`config.mk`:
```
export PLATFORM = sky130hd
export DESIGN_NAME = alu_issue_stage_flat
export DESIGN_NICKNAME = d
export VERILOG_FILES = /design/src/rtl/alu_issue_stage_pkg.sv /design/src/rtl/alu_issue_stage_if.sv /design/src/rtl/alu_op_decode.sv /design/src/rtl/alu_issue_stage.sv /design/src/flat_wrapper.sv
export SDC_FILE = /design/constraint.sdc
export NUM_CORES = 1
export LEC_CHECK = 0
export BUFFER_PORTS_ARGS = -buffer_cell sky130_fd_sc_hd__buf_2
export CAP_MARGIN = 20
export CORE_MARGIN = 2
export CORE_UTILIZATION = 47
export DETAILED_ROUTE_END_ITERATION = 8
export GPL_TIMING_DRIVEN = 0
export PLACE_DENSITY = 0.82
export SYNTH_ARGS = -nofsm -noshare
export SYNTH_HDL_FRONTEND = slang
export SYNTH_HIERARCHICAL = 1
export SYNTH_SLANG_ARGS = --single-unit
```
`constraint.sdc`:
```
create_clock -name clk_i -period 2.2 [get_ports clk_i]
set_input_delay 0.33 -clock clk_i [delete_from_list [all_inputs] [get_ports clk_i]]
set_output_delay 0.33 -clock clk_i [all_outputs]
set_load 0.005 [all_outputs]
```
`src/rtl/alu_issue_stage_pkg.sv`:
```
// Shared definitions for the ALU issue stage: field widths, ALU_control codes,
// opcode/funct encodings and the issue-entry record carried through the skid buffer.
package alu_defs_pkg;

  localparam int DW  = 32;
  localparam int RW  = 5;
  localparam int OPW = 6;

  localparam logic [3:0] ALU_AND = 4'b0000;
  localparam logic [3:0] ALU_OR  = 4'b0001;
  localparam logic [3:0] ALU_ADD = 4'b0010;
  localparam logic [3:0] ALU_SUB = 4'b0110;
  localparam logic [3:0] ALU_NOR = 4'b1100;
  localparam logic [3:0] ALU_SLT = 4'b0111;

  localparam logic [OPW-1:0] OP_RTYPE = 6'b000000;
  localparam logic [OPW-1:0] OP_BEQ   = 6'b000100;
  localparam logic [OPW-1:0] OP_ADDI  = 6'b001000;
  localparam logic [OPW-1:0] OP_SLTI  = 6'b001010;
  localparam logic [OPW-1:0] OP_ANDI  = 6'b001100;
  localparam logic [OPW-1:0] OP_ORI   = 6'b001101;

  localparam logic [OPW-1:0] FN_ADD = 6'b100000;
  localparam logic [OPW-1:0] FN_SUB = 6'b100010;
  localparam logic [OPW-1:0] FN_AND = 6'b100100;
  localparam logic [OPW-1:0] FN_OR  = 6'b100101;
  localparam logic [OPW-1:0] FN_NOR = 6'b100111;
  localparam logic [OPW-1:0] FN_SLT = 6'b101010;

  typedef struct packed {
    logic [DW-1:0] src1;
    logic [DW-1:0] src2;
    logic [3:0]    ctrl;
    logic [RW-1:0] rd;
    logic          illegal;
  } issue_entry_t;

  function automatic logic [DW-1:0] extendImm(input logic [15:0] imm, input logic sext);
    return sext ? {{(DW-16){imm[15]}}, imm} : {{(DW-16){1'b0}}, imm};
  endfunction

endpackage

```
`src/rtl/alu_issue_stage_if.sv`:
```
// Bundle of the upstream handshake, write-back forwarding and ALU-side handshake
// signals; slave is the issue stage, master is whoever drives it.
interface alu_issue_if;
  import alu_defs_pkg::*;

  logic           in_valid;
  logic           in_ready;
  logic [OPW-1:0] in_op;
  logic [OPW-1:0] in_funct;
  logic [RW-1:0]  in_rs_idx;
  logic [RW-1:0]  in_rt_idx;
  logic [RW-1:0]  in_rd_idx;
  logic [DW-1:0]  in_rs_data;
  logic [DW-1:0]  in_rt_data;
  logic [15:0]    in_imm;

  logic           fwd_valid;
  logic [RW-1:0]  fwd_rd;
  logic [DW-1:0]  fwd_data;

  logic           out_valid;
  logic           out_ready;
  logic [DW-1:0]  src1;
  logic [DW-1:0]  src2;
  logic [3:0]     alu_control;
  logic [RW-1:0]  out_rd;
  logic           out_illegal;

  modport slave (
    input  in_valid, in_op, in_funct, in_rs_idx, in_rt_idx, in_rd_idx,
           in_rs_data, in_rt_data, in_imm,
    input  fwd_valid, fwd_rd, fwd_data,
    input  out_ready,
    output in_ready, out_valid, src1, src2, alu_control, out_rd, out_illegal
  );

  modport master (
    output in_valid, in_op, in_funct, in_rs_idx, in_rt_idx, in_rd_idx,
           in_rs_data, in_rt_data, in_imm,
    output fwd_valid, fwd_rd, fwd_data,
    output out_ready,
    input  in_ready, out_valid, src1, src2, alu_control, out_rd, out_illegal
  );

endinterface

```
`src/rtl/alu_op_decode.sv`:
```
// Combinational opcode/funct decode into ALU_control plus immediate-operand selection.
// Undecodable encodings fall back to ADD on register operands and raise o_illegal.
module alu_op_decode
  import alu_defs_pkg::*;
(
  input  logic [OPW-1:0] i_op,
  input  logic [OPW-1:0] i_funct,
  output logic [3:0]     o_ctrl,
  output logic           o_imm_sel,
  output logic           o_sext,
  output logic           o_illegal
);

  always_comb begin
    o_ctrl    = ALU_ADD;
    o_imm_sel = 1'b0;
    o_sext    = 1'b0;
    o_illegal = 1'b0;
    case (i_op)
      OP_RTYPE: begin
        case (i_funct)
          FN_AND:  o_ctrl = ALU_AND;
          FN_OR:   o_ctrl = ALU_OR;
          FN_ADD:  o_ctrl = ALU_ADD;
          FN_SUB:  o_ctrl = ALU_SUB;
          FN_NOR:  o_ctrl = ALU_NOR;
          FN_SLT:  o_ctrl = ALU_SLT;
          default: o_illegal = 1'b1;
        endcase
      end
      OP_ADDI: begin
        o_ctrl    = ALU_ADD;
        o_imm_sel = 1'b1;
        o_sext    = 1'b1;
      end
      OP_SLTI: begin
        o_ctrl    = ALU_SLT;
        o_imm_sel = 1'b1;
        o_sext    = 1'b1;
      end
      OP_ANDI: begin
        o_ctrl    = ALU_AND;
        o_imm_sel = 1'b1;
      end
      OP_ORI: begin
        o_ctrl    = ALU_OR;
        o_imm_sel = 1'b1;
      end
      // beq compares by subtraction, so both operands come from registers
      OP_BEQ:  o_ctrl = ALU_SUB;
      default: o_illegal = 1'b1;
    endcase
  end

endmodule

```
`src/rtl/alu_issue_stage.sv`:
```
// Issue stage in front of the ALU: decode, operand select and write-back forwarding at
// capture, then a registered output slot backed by one skid entry for full throughput.
module alu_issue_stage
  import alu_defs_pkg::*;
(
  input  logic        clk_i,
  input  logic        rst_i,
  alu_issue_if.slave  bus
);

  logic [3:0]    w_ctrl;
  logic          w_immSel;
  logic          w_sext;
  logic          w_illegal;
  logic          w_rsFwd;
  logic          w_rtFwd;
  logic [DW-1:0] w_rsData;
  logic [DW-1:0] w_rtData;
  issue_entry_t  w_capture;
  logic          w_accept;
  logic          w_outLoad;
  logic          w_skidFullNext;

  issue_entry_t  r_out;
  issue_entry_t  r_skid;
  logic          r_outValid;
  logic          r_skidFull;
  logic          r_inReady;

  alu_op_decode u_decode (
    .i_op      (bus.in_op),
    .i_funct   (bus.in_funct),
    .o_ctrl    (w_ctrl),
    .o_imm_sel (w_immSel),
    .o_sext    (w_sext),
    .o_illegal (w_illegal)
  );

  // Register 0 is hard-wired, so a write-back targeting it is never forwarded
  always_comb begin
    w_rsFwd  = bus.fwd_valid && (bus.fwd_rd != '0) && (bus.fwd_rd == bus.in_rs_idx);
    w_rtFwd  = bus.fwd_valid && (bus.fwd_rd != '0) && (bus.fwd_rd == bus.in_rt_idx);
    w_rsData = w_rsFwd ? bus.fwd_data : bus.in_rs_data;
    w_rtData = w_rtFwd ? bus.fwd_data : bus.in_rt_data;

    w_capture.src1    = w_rsData;
    w_capture.src2    = w_immSel ? extendImm(bus.in_imm, w_sext) : w_rtData;
    w_capture.ctrl    = w_ctrl;
    w_capture.rd      = bus.in_rd_idx;
    w_capture.illegal = w_illegal;
  end

  // The skid entry fills only when an input arrives while the output slot is held
  always_comb begin
    w_accept       = bus.in_valid && r_inReady;
    w_outLoad      = !r_outValid || bus.out_ready;
    w_skidFullNext = w_outLoad ? 1'b0 : (r_skidFull || w_accept);
  end

  always_ff @(posedge clk_i) begin
    if (rst_i) begin
      r_out      <= '0;
      r_skid     <= '0;
      r_outValid <= 1'b0;
      r_skidFull <= 1'b0;
      r_inReady  <= 1'b0;
    end else begin
      r_skidFull <= w_skidFullNext;
      r_inReady  <= !w_skidFullNext;
      if (w_outLoad) begin
        if (r_skidFull) begin
          r_out      <= r_skid;
          r_outValid <= 1'b1;
        end else if (w_accept) begin
          r_out      <= w_capture;
          r_outValid <= 1'b1;
        end else begin
          r_outValid <= 1'b0;
        end
      end else if (w_accept) begin
        r_skid <= w_capture;
      end
    end
  end

  assign bus.in_ready    = r_inReady;
  assign bus.out_valid   = r_outValid;
  assign bus.src1        = r_out.src1;
  assign bus.src2        = r_out.src2;
  assign bus.alu_control = r_out.ctrl;
  assign bus.out_rd      = r_out.rd;
  assign bus.out_illegal = r_out.illegal;

endmodule

```
`src/flat_wrapper.sv`:
```
// flat-port wrapper written by rule: the top's interface ports become plain ports
module alu_issue_stage_flat import alu_defs_pkg::*;
  (clk_i, rst_i, bus_in_valid, bus_in_op, bus_in_funct, bus_in_rs_idx, bus_in_rt_idx, bus_in_rd_idx, bus_in_rs_data, bus_in_rt_data, bus_in_imm, bus_fwd_valid, bus_fwd_rd, bus_fwd_data, bus_out_ready, bus_in_ready, bus_out_valid, bus_src1, bus_src2, bus_alu_control, bus_out_rd, bus_out_illegal);
  alu_issue_if bus_i ();
  input  logic clk_i;
  input  logic rst_i;
  input wire logic [$bits(bus_i.in_valid)-1:0] bus_in_valid;
  input wire logic [$bits(bus_i.in_op)-1:0] bus_in_op;
  input wire logic [$bits(bus_i.in_funct)-1:0] bus_in_funct;
  input wire logic [$bits(bus_i.in_rs_idx)-1:0] bus_in_rs_idx;
  input wire logic [$bits(bus_i.in_rt_idx)-1:0] bus_in_rt_idx;
  input wire logic [$bits(bus_i.in_rd_idx)-1:0] bus_in_rd_idx;
  input wire logic [$bits(bus_i.in_rs_data)-1:0] bus_in_rs_data;
  input wire logic [$bits(bus_i.in_rt_data)-1:0] bus_in_rt_data;
  input wire logic [$bits(bus_i.in_imm)-1:0] bus_in_imm;
  input wire logic [$bits(bus_i.fwd_valid)-1:0] bus_fwd_valid;
  input wire logic [$bits(bus_i.fwd_rd)-1:0] bus_fwd_rd;
  input wire logic [$bits(bus_i.fwd_data)-1:0] bus_fwd_data;
  input wire logic [$bits(bus_i.out_ready)-1:0] bus_out_ready;
  output wire logic [$bits(bus_i.in_ready)-1:0] bus_in_ready;
  output wire logic [$bits(bus_i.out_valid)-1:0] bus_out_valid;
  output wire logic [$bits(bus_i.src1)-1:0] bus_src1;
  output wire logic [$bits(bus_i.src2)-1:0] bus_src2;
  output wire logic [$bits(bus_i.alu_control)-1:0] bus_alu_control;
  output wire logic [$bits(bus_i.out_rd)-1:0] bus_out_rd;
  output wire logic [$bits(bus_i.out_illegal)-1:0] bus_out_illegal;
  assign bus_i.in_valid = bus_in_valid;
  assign bus_i.in_op = bus_in_op;
  assign bus_i.in_funct = bus_in_funct;
  assign bus_i.in_rs_idx = bus_in_rs_idx;
  assign bus_i.in_rt_idx = bus_in_rt_idx;
  assign bus_i.in_rd_idx = bus_in_rd_idx;
  assign bus_i.in_rs_data = bus_in_rs_data;
  assign bus_i.in_rt_data = bus_in_rt_data;
  assign bus_i.in_imm = bus_in_imm;
  assign bus_i.fwd_valid = bus_fwd_valid;
  assign bus_i.fwd_rd = bus_fwd_rd;
  assign bus_i.fwd_data = bus_fwd_data;
  assign bus_i.out_ready = bus_out_ready;
  assign bus_in_ready = bus_i.in_ready;
  assign bus_out_valid = bus_i.out_valid;
  assign bus_src1 = bus_i.src1;
  assign bus_src2 = bus_i.src2;
  assign bus_alu_control = bus_i.alu_control;
  assign bus_out_rd = bus_i.out_rd;
  assign bus_out_illegal = bus_i.out_illegal;
  alu_issue_stage u_core (.clk_i(clk_i), .rst_i(rst_i), .bus(bus_i));
endmodule
```
==> metrics.csv <==
metric;value;unit
outcome;finished clean;
initial_utilization;47.61;%
hold_end;u_core/r_skid[1];
ys_seq_area_share;40.41;%
comb_power_share;13.2;%
cts_buffers;17;
fin_area;9525;um2
synth_warnings;6;
path_cells;buf_2 -> nor2_2 -> nand2_1 -> a21oi_1 -> clkbuf_4 -> buf_4 -> nand2_1 -> o21ai_0 -> or3b_2 -> a311oi_1;
rows;46;
cts_root_buf;clkbuf_16;
startpoint_type;primary input;
syn_area;7481;um2
dpl_cell_area;8872;um2
avgSynthCellArea;8.248;um2
synth_fa_ha_area_share;0;%
ys_ff_latch;151;
arrival;2.41;ns
hold_depth;3;
grt_max_degree;17;
relSlewSlack;50.61;%
synthFlopType;dfxtp_1;
gp_congestion;0.9008;
clk_pin_slew;0.07;ns
area_delta_synth_final;27.33;%
grt_overflow_total;0;
ir_worst_vdd;0.5528;mV
worst_pin_slew;0.7408;ns
clockBufferDepth;2;
critPathMostFrequentCell;nand2_1;
p_int;0.004785;W
leakage;3.732;nW
synth-xor-area-share;1.171;%
maxCapViolations;0;
final.min_clock_period;2.075;ns
r2r_slack;0.14;ns
required;2.54;ns
grt_pass1_vias;7255;
seqPwrFrac;43.9;%
synthesis.nets;1056;
synthMuxAreaShare;10.05;%
max_freq;481.9;MHz
whs;0.1431;ns
vias_per_cell;5.726;
layout.nets;1298;
dp.cells;1347;
drv_slew;0;
grt_use_total;29.58;%
clock_skew;0.01086;ns
yosys.area.top_type_share;40.41;%
hold_path.class;in -> reg;
dieHeight;130.2;um
io_pins;225;
clockPowerShare;42.9;%
cts_tree;yes;
worstRegToRegCells;7;
rr_endpoint;u_core/bus.src1[0];
clock-sinks;151;
dieArea;16940;um2
coreArea;15710;um2
clock_latency;0.43;ns
final-setup-viol-count;0;
p_per_area;695.6;nW/um2
dr.pass1.iters;5;
die_x;130.2;um
layout_common_cells;buf_2, dfxtp_1, o21ai_0;
finalWirelength;25590;um
ys_types;42;
drive_above_1_share;26.68;%
cp_max_fo;10;
grt_antenna_before_repair;2;
drc;0;
final_cells;1379;
h-tree-depth;4;
p_sw_share;27.79;%
fillerInstances;1420;
setup_tns;0;ns
cp_slowest_stage_delay;0.49;ns
synth_edf_count;0;
crit_slowest_cell;or3b_2;
dr.first_iter.drc_count;718;
r2r-start;u_core/r_skidFull;
antenna_left;0;
yosysTopAreaCell;dfxtp_1;
cp-end-kind;register;
critPathKind;in -> reg;
synth_simple_gate_area_share;19.10;%
async_flop_share;0;%
p_switching;0.001841;W
numPortBuffers;224;
synth-compound-area-share;23.10;%
synth_top_family_by_area;compound AO/OA/AOI/OAI gates;
min_from;bus_in_rd_idx[0];
num_vias;7896;
fin_crit_sh;94.33;%
hold_viol_final;0;
cts_setup_buffers;0;
dp.final_hpwl;18660;um
wire_per_inst;18.55;um
final_common_cell;buf_2;
rsz0062_at_grt;true;
synthCells;907;
netlist_top_cells_area;dfxtp_1, mux2i_1, o21ai_0, a211oi_1, a21oi_1;
fin_util;60.62;%
grt_pass1_wl;38570;um
[Yosys cell counts, types with 2 or more instances]
cell type,instances
or3_1,2
a211oi_1,58
buf_4,3
nor3_1,50
a21oi_1,63
nor4_4,2
o21ai_0,97
xor2_1,4
nor2_1,66
and3b_1,3
dfxtp_1,151
a311oi_1,8
or3b_1,12
nand3b_1,17
nor2b_1,19
or3b_2,4
a31oi_1,34
mux2i_1,74
clkbuf_1,67
buf_2,6
nand2_1,73
a311oi_2,9
o22ai_1,2
nand3_1,20
nand2b_1,4
buf_1,5
xnor2_1,6
inv_1,34
[timing repair]
item                       in CTS  in global routing
setup endpoints to repair      87                 96
hold buffers                    0                  0
pin swaps                       0                  1
cloned                          0                  0
gates resized for setup        18                 20
[through the flow]
step	setup slack, ns	power [W]
3_5_place_dp	-0.6829	0.003815
5_1_grt	-0.008297	0.006841
3_3_place_gp	-0.6187	0.003797
4_1_cts	0.01396	0.006609
2_1_floorplan	0.06055	0.003401
6_report	0.1248	0.006626
[how the worst max path moves through the flow]
stage	from	to	slack, ns	cells past startpoint
floorplan	bus_in_op[5]	u_core/bus.src2[6]	0.06	9
global placement	bus_in_op[5]	u_core/r_skid[17]	-0.62	10
detailed placement	bus_in_op[5]	u_core/bus.src2[13]	-0.68	10
CTS	u_core/bus.in_ready	u_core/bus.src2[22]	0.01	6
global route	bus_in_op[5]	u_core/bus.src2[4]	-0.008	10
finish	bus_in_op[5]	u_core/bus.src2[4]	0.12	10
[power groups by stage]
stage	combinational (W)	clock (W)	sequential, W
floorplan	0.000438	0	0.00296
global placement	0.000835	0	0.00296
detailed placement	0.000849	0	0.00297
CTS	0.000861	0.00284	0.00291
global route	0.000961	0.00296	0.00292
finish	0.000877	0.00284	0.00291
[cell type report]
type                    count  area, um2  share of cell area (%)
diodes                      1      2.502                 0.02627
plain buffers              81      360.3                   3.783
clock buffers              17      425.4                   4.466
clock inverters            15      142.6                   1.497
inverters                  34      127.6                   1.340
multi-input cells         640       4053                   42.55
flip-flops and latches    151       3023                   31.74
well taps                 216      270.3                   2.837
repair buffers            224       1121                   11.77
[sequential cells by signal (all words and copies together), names as in the netlist]
name	count
u_core/bus.out_illegal	1
u_core/bus.alu_control	4
u_core/bus.out_valid	1
u_core/r_skid	74
u_core/bus.out_rd	5
u_core/bus.in_ready	1
u_core/bus.src2	32
u_core/r_skidFull	1
u_core/bus.src1	32
[critical path: cells and delay by family]
family | cells | cell delay, ns
AOI/OAI and AO/OA | 3 | 0.61
and+or+nand+nor | 4 | 0.90
buffers and inverters | 3 | 0.56
[routing by layer]
metal	routed length, um	up-vias	global-route usage [%]
li1	-	3749	-
met1	10640	3674	38.63
met2	11980	419	47.40
met3	2324	52	7.749
met4	629	2	10.56
met5	7	-	0
[kinds of logic after synthesis]
group,count (synthesis)
and+or+nand+nor,278
muxes,75
xor gates and xnor gates,10
buffers and inverters,116
AOI/OAI and AO/OA,277
DFF,151
Power figures use the tool's default switching activity.
